===== config.mk =====
export PLATFORM = sky130hd
export DESIGN_NAME = cpu_bus_bridge
export DESIGN_NICKNAME = d
export VERILOG_FILES = /design/src/rtl/cpu_bus_bridge.sv
export SDC_FILE = /design/constraint.sdc
export NUM_CORES = 1
export LEC_CHECK = 0
export CAP_MARGIN = 40
export CORE_MARGIN = 4
export CORE_UTILIZATION = 45
export DETAILED_ROUTE_END_ITERATION = 8
export PLACE_DENSITY = 0.78
export SYNTH_ARGS = -nofsm -noshare
export SYNTH_HDL_FRONTEND = slang
export SYNTH_SLANG_ARGS = --single-unit
export TNS_END_PERCENT = 100

===== constraint.sdc =====
create_clock -name clk -period 4.3 [get_ports clk]
set_input_delay 0.86 -clock clk [delete_from_list [all_inputs] [get_ports clk]]
set_output_delay 0.86 -clock clk [all_outputs]
set_load 0.1 [all_outputs]

===== src/rtl/cpu_bus_bridge.sv =====
// 65C02 bus bridge: decodes each phi2 cycle into IO/ROM/RAM and strobes the selected device.
// Latency 1+W clocks to strobe. The core is stalled through rdy; IO holds its strobe until io_ack or timeout.
module cpu_bus_bridge #(
  parameter logic [15:0] ROM_BASE   = 16'hE000,
  parameter logic [15:0] IO_BASE    = 16'hD000,
  parameter int unsigned RAM_WAIT   = 1,
  parameter int unsigned ROM_WAIT   = 0,
  parameter int unsigned IO_WAIT    = 2,
  parameter int unsigned IO_TIMEOUT = 15
) (
  input  logic        clk,
  input  logic        reset,
  input  logic        phi2,
  input  logic [15:0] a,
  input  logic        rwb,
  input  logic        sync,
  input  logic [7:0]  cpu_wdata,
  output logic [7:0]  cpu_rdata,
  output logic        rdy,
  output logic [15:0] mem_addr,
  output logic [7:0]  mem_wdata,
  output logic        mem_re,
  output logic        mem_we,
  output logic        cs_ram,
  output logic        cs_rom,
  output logic        cs_io,
  input  logic [7:0]  mem_rdata,
  input  logic [7:0]  io_rdata,
  input  logic        io_ack,
  output logic        fetch,
  input  logic        err_clr,
  output logic        rom_wr_err,
  output logic        io_timeout_err,
  output logic        overrun_err
);

  typedef enum logic [1:0] {IDLE, WAIT, STROBE, DONE} state_t;

  localparam logic [15:0] IO_LAST = IO_BASE + 16'h00FF;
  localparam logic [2:0]  RAM_W   = 3'(RAM_WAIT);
  localparam logic [2:0]  ROM_W   = 3'(ROM_WAIT);
  localparam logic [2:0]  IO_W    = 3'(IO_WAIT);
  localparam logic [7:0]  TO_LAST = 8'(IO_TIMEOUT - 1);

  state_t     state;
  logic       phi2_q;
  logic       rwb_q;
  logic       active;
  logic [2:0] cnt;
  logic [7:0] tcnt;
  logic       start;
  logic       io_hit;
  logic       rom_hit;
  logic [2:0] w_sel;

  assign start = phi2 & ~phi2_q;

  always_comb begin
    io_hit  = (a >= IO_BASE) && (a <= IO_LAST);
    rom_hit = (a >= ROM_BASE) && !io_hit;
    w_sel   = io_hit ? IO_W : (rom_hit ? ROM_W : RAM_W);
  end

  always_ff @(posedge clk or posedge reset) begin
    if (reset) begin
      state          <= IDLE;
      phi2_q         <= 1'b0;
      rwb_q          <= 1'b1;
      active         <= 1'b0;
      cnt            <= 3'd0;
      tcnt           <= 8'd0;
      cpu_rdata      <= 8'hFF;
      rdy            <= 1'b1;
      mem_addr       <= 16'h0000;
      mem_wdata      <= 8'h00;
      mem_re         <= 1'b0;
      mem_we         <= 1'b0;
      cs_ram         <= 1'b0;
      cs_rom         <= 1'b0;
      cs_io          <= 1'b0;
      fetch          <= 1'b0;
      rom_wr_err     <= 1'b0;
      io_timeout_err <= 1'b0;
      overrun_err    <= 1'b0;
    end else begin
      phi2_q <= phi2;
      // Clear first so that a coincident set below takes precedence.
      if (err_clr) begin
        rom_wr_err     <= 1'b0;
        io_timeout_err <= 1'b0;
        overrun_err    <= 1'b0;
      end
      if (start && state != IDLE) overrun_err <= 1'b1;

      case (state)
        IDLE: begin
          if (start) begin
            mem_addr  <= a;
            mem_wdata <= cpu_wdata;
            fetch     <= sync;
            rwb_q     <= rwb;
            cs_io     <= io_hit;
            cs_rom    <= rom_hit;
            cs_ram    <= !io_hit && !rom_hit;
            active    <= 1'b0;
            if (w_sel == 3'd0 && !io_hit) begin
              state <= STROBE;
            end else begin
              rdy <= 1'b0;
              if (w_sel != 3'd0) begin
                cnt   <= w_sel;
                state <= WAIT;
              end else begin
                state <= STROBE;
              end
            end
          end
        end
        WAIT: begin
          cnt <= cnt - 3'd1;
          if (cnt == 3'd1) state <= STROBE;
        end
        STROBE: begin
          if (!active) begin
            // First STROBE clock raises the strobe; later clocks complete it.
            active <= 1'b1;
            tcnt   <= 8'd0;
            mem_re <= rwb_q;
            mem_we <= !rwb_q && !cs_rom;
            if (cs_rom && !rwb_q) rom_wr_err <= 1'b1;
          end else if (!cs_io || io_ack || tcnt == TO_LAST) begin
            mem_re <= 1'b0;
            mem_we <= 1'b0;
            rdy    <= 1'b1;
            active <= 1'b0;
            state  <= DONE;
            if (rwb_q) cpu_rdata <= !cs_io ? mem_rdata : (io_ack ? io_rdata : 8'hFF);
            if (cs_io && !io_ack) io_timeout_err <= 1'b1;
          end else begin
            tcnt <= tcnt + 8'd1;
          end
        end
        DONE: begin
          mem_re <= 1'b0;
          mem_we <= 1'b0;
          cs_ram <= 1'b0;
          cs_rom <= 1'b0;
          cs_io  <= 1'b0;
          rdy    <= 1'b1;
          state  <= IDLE;
        end
        default: state <= IDLE;
      endcase
    end
  end

endmodule


## Yosys cells after proc, flatten, opt, wreduce, memory -nomap -nowiden

Cells that the tools add are included.

| storage, ports and cells | value |
|---|---|
| flip-flop bits (word level) | 58 |
| input port bits | 47 |
| output and inout port bits | 42 |

| operators by class | value |
|---|---|
| eq/ne operators | 13 |
| reduce and logical (&&, ||, !) cells | 35 |
| bitwise operators | 2 |
| $lt $le $gt $ge | 3 |
| $add $sub $neg | 2 |
| mux-type cells | 48 |

Operators with widths:

| operator | number |
|---|---|
| 16-bit >= comparator, second input constant | 2 |
| 8-bit two-way mux | 4 |
| 1-bit two-way mux | 25 |
| 16-bit <= comparator, second input constant | 1 |
| 2-bit two-way mux | 7 |
| 2-bit != test, second input constant | 7 |
| 1-bit case mux with 2 select lines | 6 |
| 4-bit AND reduction | 3 |
| 2-bit nonzero test | 6 |
| 2-bit AND reduction | 5 |
| 3-bit two-way mux | 3 |
| 8-bit by 1-bit adder with 8-bit output, second input constant | 1 |
| 8-bit by 4-bit == test with 1-bit output, second input constant | 1 |
| 1-bit logical AND | 8 |
| 2-bit case mux with 4 select lines | 1 |
| 1-bit zero test | 6 |
| 3-bit case mux with 2 select lines | 1 |
| 3-bit nonzero test | 2 |
| 5-bit AND reduction | 1 |
| 2-bit == test, second input constant | 2 |
| 3-bit by 1-bit == test with 1-bit output, second input constant | 1 |
| 3-bit zero test | 1 |
| 3-bit != test, second input constant | 1 |
| 1-bit case mux with 3 select lines | 1 |
| other kinds (6) | 7 |

## Logic depth before layout (Yosys ltp)

| logic depth | value |
|---|---|
| depth in word-level cells | 11 |
| mapped depth | 8 |
| depth with buffers taken out | 6 |

## Least setup slack after synthesis

Ideal clock, no wire load.

| timing | value |
|---|---|
| kind | reg-to-reg |
| from | register cs_io |
| to | register state[1] |
| setup time | 0.125 ns |
| cell stages (with the launch flop) | 5 |
| buffers on the path | 0 |
| clock period less this slack | 2.108 ns |
| arrival | 1.983 ns |
| slack | 2.192 ns |
| path through | dfrtp_1 > nand2b_1 > a221oi_2 > a221o_2 > mux2_4 |

| on the way | value |
|---|---|
| cells in the longest elaborated chain, start to end | 5 |

RTL lines:

| item | line | source |
|---|---|---|
| from (decl) | 26 | `output logic cs_io,` |
| from (signal assigned) | 102 | `cs_io <= io_hit;` |
| 1-bit zero test | n/a |  |
| 1-bit logical OR (2 in a row) | 131 | `end else if (!cs_io \|\| io_ack \|\| tcnt == TO_LAST) begin` |
| 2-bit != test (no source line) | n/a |  |
| 4-bit AND reduction (no source line) | n/a |  |
| to (signal assigned) | 136 | `state <= DONE;` |
| to (signal assigned) | 150 | `state <= IDLE;` |
| to (signal assigned) | 152 | `default: state <= IDLE;` |
| to (decl) | 45 | `state_t state;` |

Every way passes these cells.
A chain may end at the register's enable or synchronous reset.

## Final worst setup path

| timing | value |
|---|---|
| from | register cs_io |
| to | output port cs_io |

No word-level cell between the ends.

==> flow_metrics.env <==
export IMPL_place_congestion=0.789
export IMPL_synth_enable_flop_cells=0
export IMPL_worst_endpoint_required_ns=3.44
export IMPL_run_status="completed"
export IMPL_htree_levels=3
export IMPL_area_delta_synth_final_pct=68.6
export IMPL_timing_setup_critical_path_class="register to output port"
export IMPL_grt_pass1_vias=2726
export IMPL_post_place_worst_slack_ns=1.40
export IMPL_cp_start_kind="register"
export IMPL_seq_area_frac_synth_pct=52.4
export IMPL_timing_rr_end="active"
export IMPL_timing_reg2reg_worst_path_depth=6
export IMPL_ctsRootBufferMaster="clkbuf_8"
export IMPL_clk_latency_ns=0.34
export IMPL_grt_setup_unrepaired="no"
export IMPL_dominantRegCellSynth="dfrtp_1"
export IMPL_fin_util_pct=79.1
export IMPL_synth_seq_cells=58
export IMPL_relSlewSlack_pct=39.3
export IMPL_regToRegStartpoint="state[0]"
export IMPL_synth_top_family_by_area="compound AO/OA/AOI/OAI gates"
export IMPL_postLayoutSetupSlackWorst_ns=1.64
export IMPL_worst_r2r_setup_slack_ns=1.89
export IMPL_hpwlAfterDp_microns=6080
export IMPL_floorplan_initialDensity_pct=46.9
export IMPL_vias=2498
export IMPL_groute_usage_overall_pct=22.7
export IMPL_die_area_sq_mm=0.00753
export IMPL_post_route_min_period_ns=2.66
export IMPL_timing_max_cap_violations=0
export IMPL_timing_final_hold_violations=0
export IMPL_post_detailed_route_count_of_antenna_violating_nets=0
export IMPL_detailedRoute_firstIterationViolations=138
export IMPL_skew_ns=0.00671
export IMPL_worstHoldPathCells=2
export IMPL_cts_hold_repair_buffers=0
export IMPL_hp_class="register to register"
export IMPL_synth_nets=304
export IMPL_numClockSinks=58
export IMPL_synth_cells=247
export IMPL_synthesis_warnings=0
export IMPL_endpoint_arrival_time_on_the_critical_path_ns=1.80
export IMPL_drc=0
export IMPL_final_min_period_over_clock_period_pct=61.9
export IMPL_synth_compound_gate_area_share_pct=13.2
export IMPL_grt_overflow_total=0
export IMPL_tritoncts="done"
export IMPL_mappedNetlistArea_sq_mm=0.00279
export IMPL_muxShareOfSynthArea_pct=12.9
export IMPL_drt_pre_antenna_iters=4
export IMPL_detail_route_wirelength_microns=7970
export IMPL_grt_max_degree=36
export IMPL_nets=437
export IMPL_setup_tns_final_ns=0
export IMPL_setup_violations_final=0
export IMPL_grt_pass1_wl_microns=13000
export IMPL_io_buf_count=88
export IMPL_syn_mean_instance_area_sq_um=11.3
export IMPL_post_drt_wl_per_cell_microns=17.3
export IMPL_async_sr_flop_fraction_pct=100
export IMPL_core_sq_mm=0.00596
export IMPL_chipWidth_microns=86.8
export IMPL_critical_path_endpoint_type="output port"
export IMPL_worst_pin_slew_ns=0.911
export IMPL_critical_path_startpoint="cs_io"
export IMPL_synth_simple_gate_area_share_pct=11.1
export IMPL_rows=28
export IMPL_post_cts_setup_buffers=0
export IMPL_postcts_resize_cnt=0
export IMPL_die_y_extent_microns=86.8
export IMPL_number_of_distinct_library_cells_after_synthesis=46
export IMPL_share_of_layout_cells_above_drive_strength_1_pct=27.3
export IMPL_hold_endpoint="cpu_rdata[2]"
export IMPL_number_of_antenna_violations_at_the_first_check_in_global_routing=1
export IMPL_cts_buffers=9
export IMPL_ioPinCount=89
export IMPL_cts_reportedPaths_clkPinSlew_ns=0.07
export IMPL_holdCritStartpoint="cpu_rdata[2]"
export IMPL_detail_route_vias_per_cell=5.42
export IMPL_synth_adder_area_share_pct=4.48
export IMPL_path_max_fanout=15
export IMPL_post_synth_xor_area_fraction_pct=1.88
export IMPL_report_final_slew_viol_count=0
export IMPL_fmaxAchievable_mhz=376
export IMPL_cts_max_path_buffers=2
## kinds of logic after synthesis
family,Yosys count
buffers and inverters,27
adders and majority gates,10
muxes,32
and+or+nand+nor,59
AOI/OAI and AO/OA,55
DFF,58
xor gates and xnor gates,6
## cell usage after synthesis (2+ instances only)
| library cell | n | area share, % |
|---|---|---|
| a31oi_1 | 2 | 0.45 |
| a22oi_1 | 3 | 0.81 |
| a211oi_1 | 3 | 0.81 |
| nor2_1 | 13 | 1.7 |
| a21oi_1 | 6 | 1.1 |
| buf_2 | 4 | 0.72 |
| nand2_1 | 13 | 1.7 |
| and3_1 | 2 | 0.45 |
| o21ai_0 | 14 | 2.5 |
| nor4_1 | 2 | 0.45 |
| o31ai_1 | 7 | 1.9 |
| nor3_1 | 6 | 1.1 |
| clkbuf_1 | 4 | 0.54 |
| nand3b_1 | 2 | 0.54 |
| mux2i_1 | 3 | 1.1 |
| ha_1 | 10 | 4.5 |
| mux2_2 | 28 | 11 |
| dfrtp_1 | 48 | 43 |
| inv_1 | 17 | 2.3 |
| dfstp_2 | 10 | 9.4 |
| nand3_1 | 7 | 1.3 |
| nand2b_1 | 5 | 1.1 |
| o22ai_1 | 10 | 2.2 |
| xnor2_1 | 6 | 1.9 |
## how the worst max path moves through the flow
| stage | cells past startpoint | endpoint |
|---|---|---|
| global route | 2 | cs_io |
| global placement | 6 | active |
| finish | 2 | cs_io |
| detailed placement | 6 | active |
| CTS | 2 | cs_io |
| floorplan | 1 | active |
## sequential cells by signal (all words and copies together) (netlist names), 2 cells and up
register	flops
mem_wdata	8
cpu_rdata	8
mem_addr	16
cnt	3
state	2
tcnt	8
## cell usage in the layout, fill, tap and decap left out, types with 2 or more instances in the layout
master / count
nor4_1: 2
o22ai_1: 10
clkinv_2: 4
bufinv_16: 2
clkbuf_8: 10
nand2b_1: 5
a21oi_1: 6
mux2_2: 28
nand3b_1: 2
nand2_1: 13
a31oi_1: 2
o21ai_0: 14
inv_1: 16
buf_4: 2
a22oi_1: 3
buf_16: 10
nand3_1: 7
a211oi_1: 3
buf_8: 32
dfrtp_1: 48
dfstp_2: 10
xnor2_1: 6
nor2_1: 13
clkdlybuf4s50_1: 88
ha_1: 10
nor3_1: 6
and3_1: 2
o31ai_1: 7
mux2i_1: 3
## metal layers
metal  track usage (%)  wire length [microns]
met5                 0                      0
met4              7.65                    207
met3              7.89                    495
met2              41.8                   4350
met1              23.8                   2920
## final cells by class
class                      instances  area, sq um
sequential                        58         1460
antenna                            1         2.50
inverter                          17         63.8
tap                               75         93.8
fill                             370         1250
clock buffer                      10          138
clock inverter                     6         80.1
multi-input combinational        162         1210
timing repair buffer             132         1650
## stage by stage
stage / std cells / hold WS (ns) / area [sq um]
final: 461 / 0.499 / 4710
after CTS: 460 / 0.501 / 4710
after detailed placement: 444 / 0.490 / 4490
after global placement: 402 / 0.481 / 3730
after global routing: 461 / 0.517 / 4710
after floorplan: 247 / 0.509 / 2790
## worst max-delay path, stage by stage, from the launching register on
cell             delay, ns
dfrtp_1               0.64
clkdlybuf4s50_1       0.62
buf_8                 0.20
Power is not shown: default switching activity piles up to over one toggle a cycle in this logic, so the estimate is an artifact.
